--- src/rtl/pass_scheduler.sv ---
`default_nettype none
// ============================================================================
// pass_scheduler: steps a layer through m/c pass groups, sequencing loaders,
// PE-array runs and psum write-back via start/done pulse handshakes.
// Revision: 1.0
// ============================================================================
module pass_scheduler #(
  parameter int CNT_W = 8
) (
  input  logic             i_clk,
  input  logic             i_rst_n,
  input  logic             i_start,
  input  logic             i_abort,
  input  logic [CNT_W-1:0] i_num_m_pass,
  input  logic [CNT_W-1:0] i_num_c_pass,
  output logic             o_ifmap_load_start,
  output logic             o_filt_load_start,
  input  logic             i_ifmap_load_done,
  input  logic             i_filt_load_done,
  output logic             o_run_start,
  input  logic             i_run_done,
  output logic             o_psum_wb_start,
  input  logic             i_psum_wb_done,
  output logic             o_psum_acc,
  output logic [CNT_W-1:0] o_m_idx,
  output logic [CNT_W-1:0] o_c_idx,
  output logic             o_busy,
  output logic             o_layer_done
);

  localparam logic [2:0] c_ST_IDLE = 3'd0;
  localparam logic [2:0] c_ST_LOAD = 3'd1;
  localparam logic [2:0] c_ST_RUN  = 3'd2;
  localparam logic [2:0] c_ST_WB   = 3'd3;
  localparam logic [2:0] c_ST_NEXT = 3'd4;
  localparam logic [2:0] c_ST_DONE = 3'd5;

  localparam logic [CNT_W-1:0] c_ONE = CNT_W'(1);

  logic [2:0]       r_state;
  logic [2:0]       w_next_state;
  logic             r_entry;
  logic [CNT_W-1:0] r_num_m;
  logic [CNT_W-1:0] r_num_c;
  logic [CNT_W-1:0] r_m_idx;
  logic [CNT_W-1:0] r_c_idx;
  logic             r_ifmap_seen;
  logic             r_filt_seen;

  logic w_ifmap_done_ok;
  logic w_filt_done_ok;
  logic w_run_done_ok;
  logic w_wb_done_ok;
  logic w_load_complete;
  logic w_c_last;
  logic w_m_last;
  logic w_zero_cnt;
  logic w_abort_ok;

  // r_entry marks the first cycle of a state: that is when the start pulse is
  // out, so a done arriving in that same cycle cannot belong to it.
  assign w_ifmap_done_ok = (r_state == c_ST_LOAD) && !r_entry && i_ifmap_load_done;
  assign w_filt_done_ok  = (r_state == c_ST_LOAD) && !r_entry && i_filt_load_done;
  assign w_run_done_ok   = (r_state == c_ST_RUN)  && !r_entry && i_run_done;
  assign w_wb_done_ok    = (r_state == c_ST_WB)   && !r_entry && i_psum_wb_done;

  assign w_load_complete = (r_ifmap_seen | w_ifmap_done_ok) & (r_filt_seen | w_filt_done_ok);
  assign w_c_last        = (r_c_idx == (r_num_c - c_ONE));
  assign w_m_last        = (r_m_idx == (r_num_m - c_ONE));
  assign w_zero_cnt      = (i_num_m_pass == '0) || (i_num_c_pass == '0);
  assign w_abort_ok      = i_abort && (r_state != c_ST_IDLE);

  always_ff @(posedge i_clk) begin
    if (!i_rst_n) begin
      r_state <= c_ST_IDLE;
      r_entry <= 1'b0;
    end else begin
      r_state <= w_next_state;
      r_entry <= (w_next_state != r_state);
    end
  end

  always_comb begin
    w_next_state = r_state;
    if (w_abort_ok) begin
      w_next_state = c_ST_IDLE;
    end else begin
      case (r_state)
        c_ST_IDLE: if (i_start) w_next_state = w_zero_cnt ? c_ST_DONE : c_ST_LOAD;
        c_ST_LOAD: if (w_load_complete) w_next_state = c_ST_RUN;
        c_ST_RUN:  if (w_run_done_ok) w_next_state = w_c_last ? c_ST_WB : c_ST_NEXT;
        c_ST_WB:   if (w_wb_done_ok) w_next_state = c_ST_NEXT;
        c_ST_NEXT: w_next_state = (w_c_last && w_m_last) ? c_ST_DONE : c_ST_LOAD;
        c_ST_DONE: w_next_state = c_ST_IDLE;
        default:   w_next_state = c_ST_IDLE;
      endcase
    end
  end

  always_ff @(posedge i_clk) begin
    if (!i_rst_n) begin
      r_num_m      <= '0;
      r_num_c      <= '0;
      r_m_idx      <= '0;
      r_c_idx      <= '0;
      r_ifmap_seen <= 1'b0;
      r_filt_seen  <= 1'b0;
    end else if (w_abort_ok) begin
      r_m_idx      <= '0;
      r_c_idx      <= '0;
      r_ifmap_seen <= 1'b0;
      r_filt_seen  <= 1'b0;
    end else begin
      case (r_state)
        c_ST_IDLE: begin
          if (i_start) begin
            r_num_m <= i_num_m_pass;
            r_num_c <= i_num_c_pass;
            r_m_idx <= '0;
            r_c_idx <= '0;
          end
        end
        c_ST_LOAD: begin
          if (w_next_state != c_ST_LOAD) begin
            r_ifmap_seen <= 1'b0;
            r_filt_seen  <= 1'b0;
          end else begin
            if (w_ifmap_done_ok) r_ifmap_seen <= 1'b1;
            if (w_filt_done_ok)  r_filt_seen  <= 1'b1;
          end
        end
        c_ST_NEXT: begin
          if (!w_c_last) begin
            r_c_idx <= r_c_idx + c_ONE;
          end else if (!w_m_last) begin
            r_c_idx <= '0;
            r_m_idx <= r_m_idx + c_ONE;
          end
        end
        default: ;
      endcase
    end
  end

  always_comb begin
    o_ifmap_load_start = (r_state == c_ST_LOAD) && r_entry;
    o_filt_load_start  = (r_state == c_ST_LOAD) && r_entry;
    o_run_start        = (r_state == c_ST_RUN)  && r_entry;
    o_psum_wb_start    = (r_state == c_ST_WB)   && r_entry;
    o_psum_acc         = (r_c_idx != '0);
    o_m_idx            = r_m_idx;
    o_c_idx            = r_c_idx;
    o_busy             = (r_state != c_ST_IDLE);
    o_layer_done       = (r_state == c_ST_DONE);
  end

endmodule
`default_nettype wire

--- config.mk ---
export PLATFORM = sky130hd
export DESIGN_NAME = pass_scheduler
export DESIGN_NICKNAME = d
export VERILOG_FILES = /design/src/rtl/pass_scheduler.sv
export SDC_FILE = /design/constraint.sdc
export NUM_CORES = 1
export LEC_CHECK = 0
export CAP_MARGIN = 20
export CORE_UTILIZATION = 40
export DETAILED_ROUTE_END_ITERATION = 10
export PLACE_DENSITY_LB_ADDON = 0.25
export SYNTH_ARGS = -nofsm -noshare
export SYNTH_HDL_FRONTEND = slang
export SYNTH_SLANG_ARGS = --single-unit
--- constraint.sdc ---
create_clock -name i_clk -period 3.7 [get_ports i_clk]
set_input_delay 1.11 -clock i_clk [delete_from_list [all_inputs] [get_ports i_clk]]
set_output_delay 1.11 -clock i_clk [all_outputs]
set_load 0.01 [all_outputs]
; Word-level counts from Yosys, hierarchy flattened
; Index checks and enable logic that the tools add are counted.
[totals]
ff_bits = 38
inputBits = 24
[op_classes]
bitwise = 5
n_eq_ne = 13
reduce_logical = 28
n_addsub = 4
mux = 20
[ops]
columns = op, n
row1 = 2-to-1 mux 8 bit, 5
row2 = one-hot mux 8 bit (2 select lines), 2
row3 = 2-to-1 mux 3 bit, 8
row4 = "adder 8 x 1 -> 8 bit, second input constant", 2
row5 = == test 8 bit, 2
row6 = logical NOT 8 bit, 2
row7 = "subtractor 8 x 1 -> 8 bit, second input constant", 2
row8 = one-hot mux 3 bit (5 select lines), 1
row9 = logical AND 1 bit, 12
row10 = nonzero test 8 bit, 1
row11 = "== test 3 x 2 -> 1 bit, second input constant", 2
row12 = "== test 3 bit, second input constant", 2
row13 = "inequality test 2 bit, second input constant", 3
row14 = AND reduction 3 bit, 2
row15 = nonzero test 2 bit, 3
row16 = 2-to-1 mux 1 bit, 4
row17 = AND reduction 2 bit, 2
row18 = AND reduction 4 bit, 1
row19 = "== test 3 x 1 -> 1 bit, second input constant", 1
row20 = logical NOT 3 bit, 1
row21 = "inequality test 3 x 1 -> 1 bit, second input constant", 1
row22 = inequality test 3 bit, 1
row23 = "inequality test 3 bit, second input constant", 1
row24 = nonzero test 3 bit, 1
row25 = 6 further kinds, 8

; Longest topological paths before layout
; Gate-level depths: netlist of run 1.
[logic_depth]
ltp_word = 11
ltp_mapped = 10
ltp_nobuf = 9

; Worst setup path before layout of run 1
; Ideal clock, no wire load.
[synth_timing]
kind = register to register
start = register r_num_c[0]
end = register r_m_idx[6], in the netlist o_m_idx[6]
synth_period_minus_slack_ps = 2440
path_stages_with_launch = 11
setup_slack_ps = 1260
required_ps = 3631
arrival_time_ps = 2371
setup_ps = 69
path_buffers = 1
path_cell_list = dfxtp_1 > inv_1 > ha_1 > nor3b_1 > xnor2_1 > a2111oi_2 > o211a_4 > nand4b_2 > buf_6 > a2111o_1 > o21ai_1
[synth_via]
elab_chain_len = 4
[synth_lines]
columns = item, line
row1 = "start, declared", 44  ; logic [CNT_W-1:0] r_num_c;
row2 = "start signal, assigned", 118  ; r_num_c <= i_num_c_pass;
row3 = subtractor 8 x 1 -> 8 bit, 68  ; assign w_c_last = (r_c_idx == (r_num_c - c_ONE));
row4 = == test 8 bit, 68
row5 = inequality test 2 bit (no line), --
row6 = AND reduction 4 bit (no line), --
row7 = "end signal, assigned", 137  ; r_m_idx <= r_m_idx + c_ONE;
row8 = "end, declared", 45  ; logic [CNT_W-1:0] r_m_idx;
; Every way passes these cells.
; A chain may end at the register's enable or synchronous reset.

; Final worst setup path of run 1
[layout_timing]
start = register r_state[2]
end = output port o_ifmap_load_start
[layout_via]
elab_chain_len = 2
[layout_lines]
columns = item, line
row1 = "start, declared", 40  ; logic [2:0] r_state;
row2 = "start signal, assigned", 75  ; r_state <= c_ST_IDLE;
row3 = "start signal, assigned", 78  ; r_state <= w_next_state;
row4 = == test 3 x 1 -> 1 bit, 146  ; o_ifmap_load_start = (r_state == c_ST_LOAD) && r_entry;
row5 = logical AND 1 bit, 146
row6 = "end, declared", 16  ; output logic o_ifmap_load_start,
; Every way passes these cells.

==> results of run 1 <==
[placed cells by master, fill, tap and decap left out, drive strengths merged, types with 4 or more instances in the layout]
| master | n |
|---|---|
| nand2 | 53 |
| clkdlybuf4s50 | 46 |
| a21oi | 40 |
| dfxtp | 38 |
| o21ai | 19 |
| nor3 | 13 |
| nand3 | 13 |
| nor2 | 13 |
| inv | 12 |
| xnor2 | 11 |
| xor2 | 9 |
| nand4 | 7 |
| nor2b | 6 |
| nor4 | 6 |
| or3 | 5 |
| ha | 5 |
| clkbuf | 5 |
| and2 | 5 |
| o31ai | 4 |
| o211ai | 4 |
| a2111o | 4 |
[worst max-delay path by stage]
| stage | start | endpoint | slack, ns | cells past startpoint |
|---|---|---|---|---|
| 6_report | r_state[2] | o_ifmap_load_start | 0.66 | 4 |
| 4_1_cts | r_state[0] | o_ifmap_load_start | 0.66 | 4 |
| 3_5_place_dp | i_rst_n | o_m_idx[5] | 0.64 | 7 |
| 3_3_place_gp | i_rst_n | o_m_idx[4] | 0.67 | 7 |
| 5_1_grt | r_num_c[0] | o_m_idx[1] | 0.56 | 9 |
| 2_1_floorplan | r_num_c[0] | o_m_idx[6] | 1.26 | 10 |
[flip-flops by register name (all words and copies together), names as in the netlist]
signal / flops
r_entry: 1
r_num_m: 8
r_num_c: 8
r_filt_seen: 1
o_c_idx: 8
r_ifmap_seen: 1
r_state: 3
o_m_idx: 8
[metal layers]
metal / global-route usage / vias up / wire [µm]
met3: 0.0360 / 7 / 275
met2: 0.314 / 62 / 2840
li1: - / 1267 / -
met4: 0.0464 / 0 / 51
met1: 0.280 / 1169 / 3070
met5: 0 / - / 0
[critical path: stages, from the launching register on]
cell             delay [ns]
dfxtp_1                0.44
nand2b_1               0.26
nor2_1                 0.23
and2_1                 0.18
clkdlybuf4s50_1        0.53
[power by group]
| group | leakage [nW] | switching, mW | total (mW) | internal, mW |
|---|---|---|---|---|
| Clock | 0.0683 | 0.158 | 0.428 | 0.270 |
| Combinational | 0.743 | 0.132 | 0.237 | 0.105 |
| Sequential | 0.310 | 0.0286 | 0.456 | 0.428 |
[cells by family (layout without fill, tap and decap cells)]
logic type                 count (synthesis)  count (layout)
and+or+nand+nor                          140             140
AOI/OAI and AO/OA                         96              96
DFF                                       38              38
buffers and inverters                     29              70
xor gates and xnor gates                  20              20
adders and majority gates                  5               5
muxes                                      1               1
[metrics by stage]
step / hold slack [ns] / util / power (mW) / instances / area, µm²
floorplan: 0.438 / - / 0.622 / 329 / 2480
global placement: 0.459 / 0.501 / 0.695 / 437 / 2980
detailed placement: 0.473 / 0.501 / 0.699 / 437 / 2980
CTS: 0.488 / 0.524 / 1.13 / 445 / 3120
global route: 0.505 / 0.524 / 1.17 / 445 / 3120
finish: 0.486 / 0.524 / 1.12 / 445 / 3120
[area by class of cell]
class                           instances  area [µm²]
Clock inverter                          3        68.8
Multi-Input combinational cell        262        1600
Sequential cell                        38         761
Inverter                               13        48.8
Clock buffer                            5        68.8
Tap cell                               75        93.8
Fill cell                             591        2840
Timing Repair Buffer                   49         483
==> flow_summary.ini, run 1 <==
[detailed_routing]
drt_wl_total_mm = 6.23
dr.first_iter.drc_count = 152
detail_route.vias_per_cell = 5.63
vias = 2505
route.detailed.drc = 0
final_antenna_net_count = 0
dr.pass1.iters = 4
wl_per_cell_um = 14.0

[sta]
skew_ns = 0.0117
fin_setup_tns_ns = 0
fmax_mhz = 329
period_minus_slack_ns = 3.04
setup-violations-final = 0
slew-limit-headroom = 0.516
fin_crit_sh = 0.821
fin_ws_ns = 0.663
rsz0062_at_grt = no
hold_viol_final = 0
finalMaxSlewViolations = 0
worst_pin_slew_ns = 0.719

[global_routing]
grt_pass1_wl_mm = 10.3
grt_max_degree = 21
grt_overflow = 0
grt_antenna_before_repair = 0
grt_use_total = 0.199
grt_pass1_vias = 2206

[cts]
htreeDepth = 2
clockBufferDepth = 2
postCtsSetupBuffers = 0
clockRootBuffer = clkbuf_8
cts_tree = built
clk_latency_ns = 0.29
numCtsBuffers = 5
hold_buffers = 0
path_clk_slew_ns = 0.08
cts_resized = 0
clock_sinks = 38

[die]
io_pins = 47
die_y_um = 80.8
start_util = 0.417
dieArea_mm2 = 0.00653
coreArea_mm2 = 0.00596
rows = 28
die_w_um = 80.8

[setup_path]
path_class = reg2out
r2r-start = r_num_c[0]
cp-start-kind = flip-flop
cp-end-kind = primary output
cp_max_fo = 13
r2r_end = o_m_idx[5]
required_ns = 2.59
r2r_cells = 9
critPathArrivalTime_ns = 1.93
r2r_setup_slack_ns = 0.91

[placed_design]
gp_congestion = 0.836
pre_cts_slack_ns = 0.641
hpwl_mm = 4.60
port-buffer-count = 46

[power]
power.density_mw_per_mm2 = 359
peakVddDrop_uv = 339
p_leak_nw = 1.12

[synthesis]
synth-main-ff-cell = dfxtp_1
synthSimpleGateAreaFrac = 0.287
synth_edf_count = 0
syn_inst = 329
synthMuxAreaShare = 0.00403
synthTopCellsByArea = dfxtp_1 31%, nand2_1 8.0%, a21oi_1 7.9%
synthArstFlopShare = 0
ys_warn_count = 0
yosys.area.top_type = dfxtp_1
synth_top_cell_area_share = 0.306
syn_avg_cell_area_um2 = 7.55
synth_cell_types = 57
post-synth-top-count-cell = nand2_1
synth_top_family_by_area = simple AND/OR/NAND/NOR gates
synth_seq_area_share = 0.306
ys_ff_latch = 38
synth_xor_area_frac = 0.0735
synth_area_mm2 = 0.00248
synthTopCellsByCount = 53 x nand2_1, 39 x a21oi_1, 38 x dfxtp_1
synthAdderAreaFrac = 0.0252
synthesis.nets = 358
synth_compound_area_frac = 0.253

[worst_hold_path]
worstHoldStart = r_ifmap_seen
whs_path_depth = 2
hp-class = reg2reg
holdPathEnd = r_ifmap_seen

[status]
status = completed

[run]
drv_cap = 0

[cells_and_area]
n_antenna_cell = 0
drive_above_1_share = 0.0568
nNetsFinal = 398
area_growth_pct = 25.6
(Power assumes the default switching activity.)
==> run 2: changes to the inputs <==
==> constraint.sdc (replaced) <==
create_clock -name i_clk -period 2.9 [get_ports i_clk]
set_input_delay 0.87 -clock i_clk [delete_from_list [all_inputs] [get_ports i_clk]]
set_output_delay 0.87 -clock i_clk [all_outputs]
set_load 0.01 [all_outputs]
==> flow_summary.ini, run 2 (same netlist as run 1, synthesis figures left out) <==
[detailed_routing]
vias = 2558
wl_per_cell_um = 14.4
route.detailed.drc = 0
drt_wl_total_mm = 6.49
dr.pass1.iters = 4
detail_route.vias_per_cell = 5.68
final_antenna_net_count = 0
dr.first_iter.drc_count = 155

[power]
p_leak_nw = 1.14
p_switching_mw = 0.399
clkPwrFrac = 0.326
p_seq_frac = 0.439
power.density_mw_per_mm2 = 421
peakVddDrop_uv = 278
fin_total_pwr_mw = 1.33
pwr-share-comb = 0.235
p_int_mw = 0.926
swShare = 0.301

[setup_path]
cp-start-kind = flip-flop
required_ns = 2.03
r2r-start = r_num_c[0]
startpoint = o_c_idx[0]
cp-end-kind = primary output
critPathArrivalTime_ns = 1.83
cp_max_fo = 6
path_class = reg2out

[cts]
clockBufferDepth = 2
numCtsBuffers = 5
clockRootBuffer = clkbuf_8
htreeDepth = 2
path_clk_slew_ns = 0.07
hold_buffers = 0
cts_resized = 0
postCtsSetupBuffers = 0
cts_tree = built
clock_sinks = 38
clk_latency_ns = 0.29

[sta]
fin_crit_sh = 0.931
fin_setup_tns_ns = 0
hold_viol_final = 0
worst_pin_slew_ns = 0.529
setup-violations-final = 0
fmax_mhz = 370
finalMaxSlewViolations = 0
period_minus_slack_ns = 2.70
rsz0062_at_grt = no
slew-limit-headroom = 0.644
skew_ns = 0.00823

[global_routing]
grt_antenna_before_repair = 0
grt_max_degree = 21
grt_use_total = 0.206
grt_overflow = 0
grt_pass1_vias = 2094
grt_pass1_wl_mm = 10.4

[cells_and_area]
final_common_cell = nand2_1
fin_util = 0.528
area_growth_pct = 26.6
n_antenna_cell = 0
drive_above_1_share = 0.0747
final_cell_mix = 53 x nand2_1, 46 x clkdlybuf4s50_1, 39 x a21oi_1
nNetsFinal = 403

[placed_design]
gp_congestion = 0.887
port-buffer-count = 46
hpwl_mm = 4.76

[die]
coreArea_mm2 = 0.00596
die_y_um = 80.8
io_pins = 47
dieArea_mm2 = 0.00653
start_util = 0.417
die_w_um = 80.8
rows = 28

[status]
status = completed

[worst_hold_path]
worstHoldStart = r_ifmap_seen
hp-class = reg2reg

[run]
drv_cap = 0
run 2: cell count changes in the layout (fill, tap and decap cells not counted):
cell and change:
buf_4 +5, bufinv_16 -2, clkinv_4 -1, nand4b_4 +1
clkbuf_8 +3, nand4b_2 -1, dfxtp_2 +1, nor4b_1 -1
nor4b_2 +1, dfxtp_1 -1
run 2: final timing paths:
| path | to | slack [ns] | depth (start not counted) |
|---|---|---|---|
| setup / recovery | o_psum_acc | 0.20 | 5 |
| hold reg to reg | r_ifmap_seen | 0.48 | 2 |
| hold / removal | r_ifmap_seen | 0.48 | 2 |
| setup reg to reg | o_m_idx[6] | 0.28 | 9 |
run 2: layout make-up:
| cell class | instances | area [µm²] |
|---|---|---|
| Fill cell | 595 | 2810 |
| Tap cell | 75 | 93.8 |
| Clock buffer | 8 | 110 |
| Timing Repair Buffer | 54 | 520 |
| Inverter | 13 | 48.8 |
| Multi-Input combinational cell | 262 | 1610 |
| Sequential cell | 38 | 762 |
run 2: per-stage QoR:
| stage | hold slack, ns | setup slack [ns] | area (µm²) | std cells |
|---|---|---|---|---|
| after CTS | 0.485 | 0.0958 | 3130 | 450 |
| after global routing | 0.510 | 0.0771 | 3150 | 450 |
| after global placement | 0.461 | 0.288 | 3020 | 442 |
| after floorplan | 0.438 | 0.460 | 2480 | 329 |
| final | 0.483 | 0.199 | 3150 | 450 |
| after detailed placement | 0.468 | 0.204 | 3020 | 442 |
run 2: critical path: stages, from the launching register on:
cell and delay, ns:
dfxtp_1 0.46, inv_1 0.12, ha_1 0.21, nor4b_1 0.14, nand2_1 0.07, clkdlybuf4s50_1 0.53
run 2: layer usage:
layer / track usage / vias to the layer above / share of wire
li1: - / 1290 / -
met1: 0.294 / 1202 / 0.48
met2: 0.301 / 54 / 0.45
met3: 0.0438 / 12 / 0.046
met4: 0.0768 / 0 / 0.021
met5: 0 / - / 0
run 2: power by group through the flow:
stage	Sequential, mW	Clock, mW	Combinational [mW]
after floorplan	0.580	0	0.213
after global placement	0.593	0	0.302
after detailed placement	0.593	0	0.307
after CTS	0.580	0.440	0.309
after global routing	0.587	0.465	0.345
final	0.582	0.432	0.312
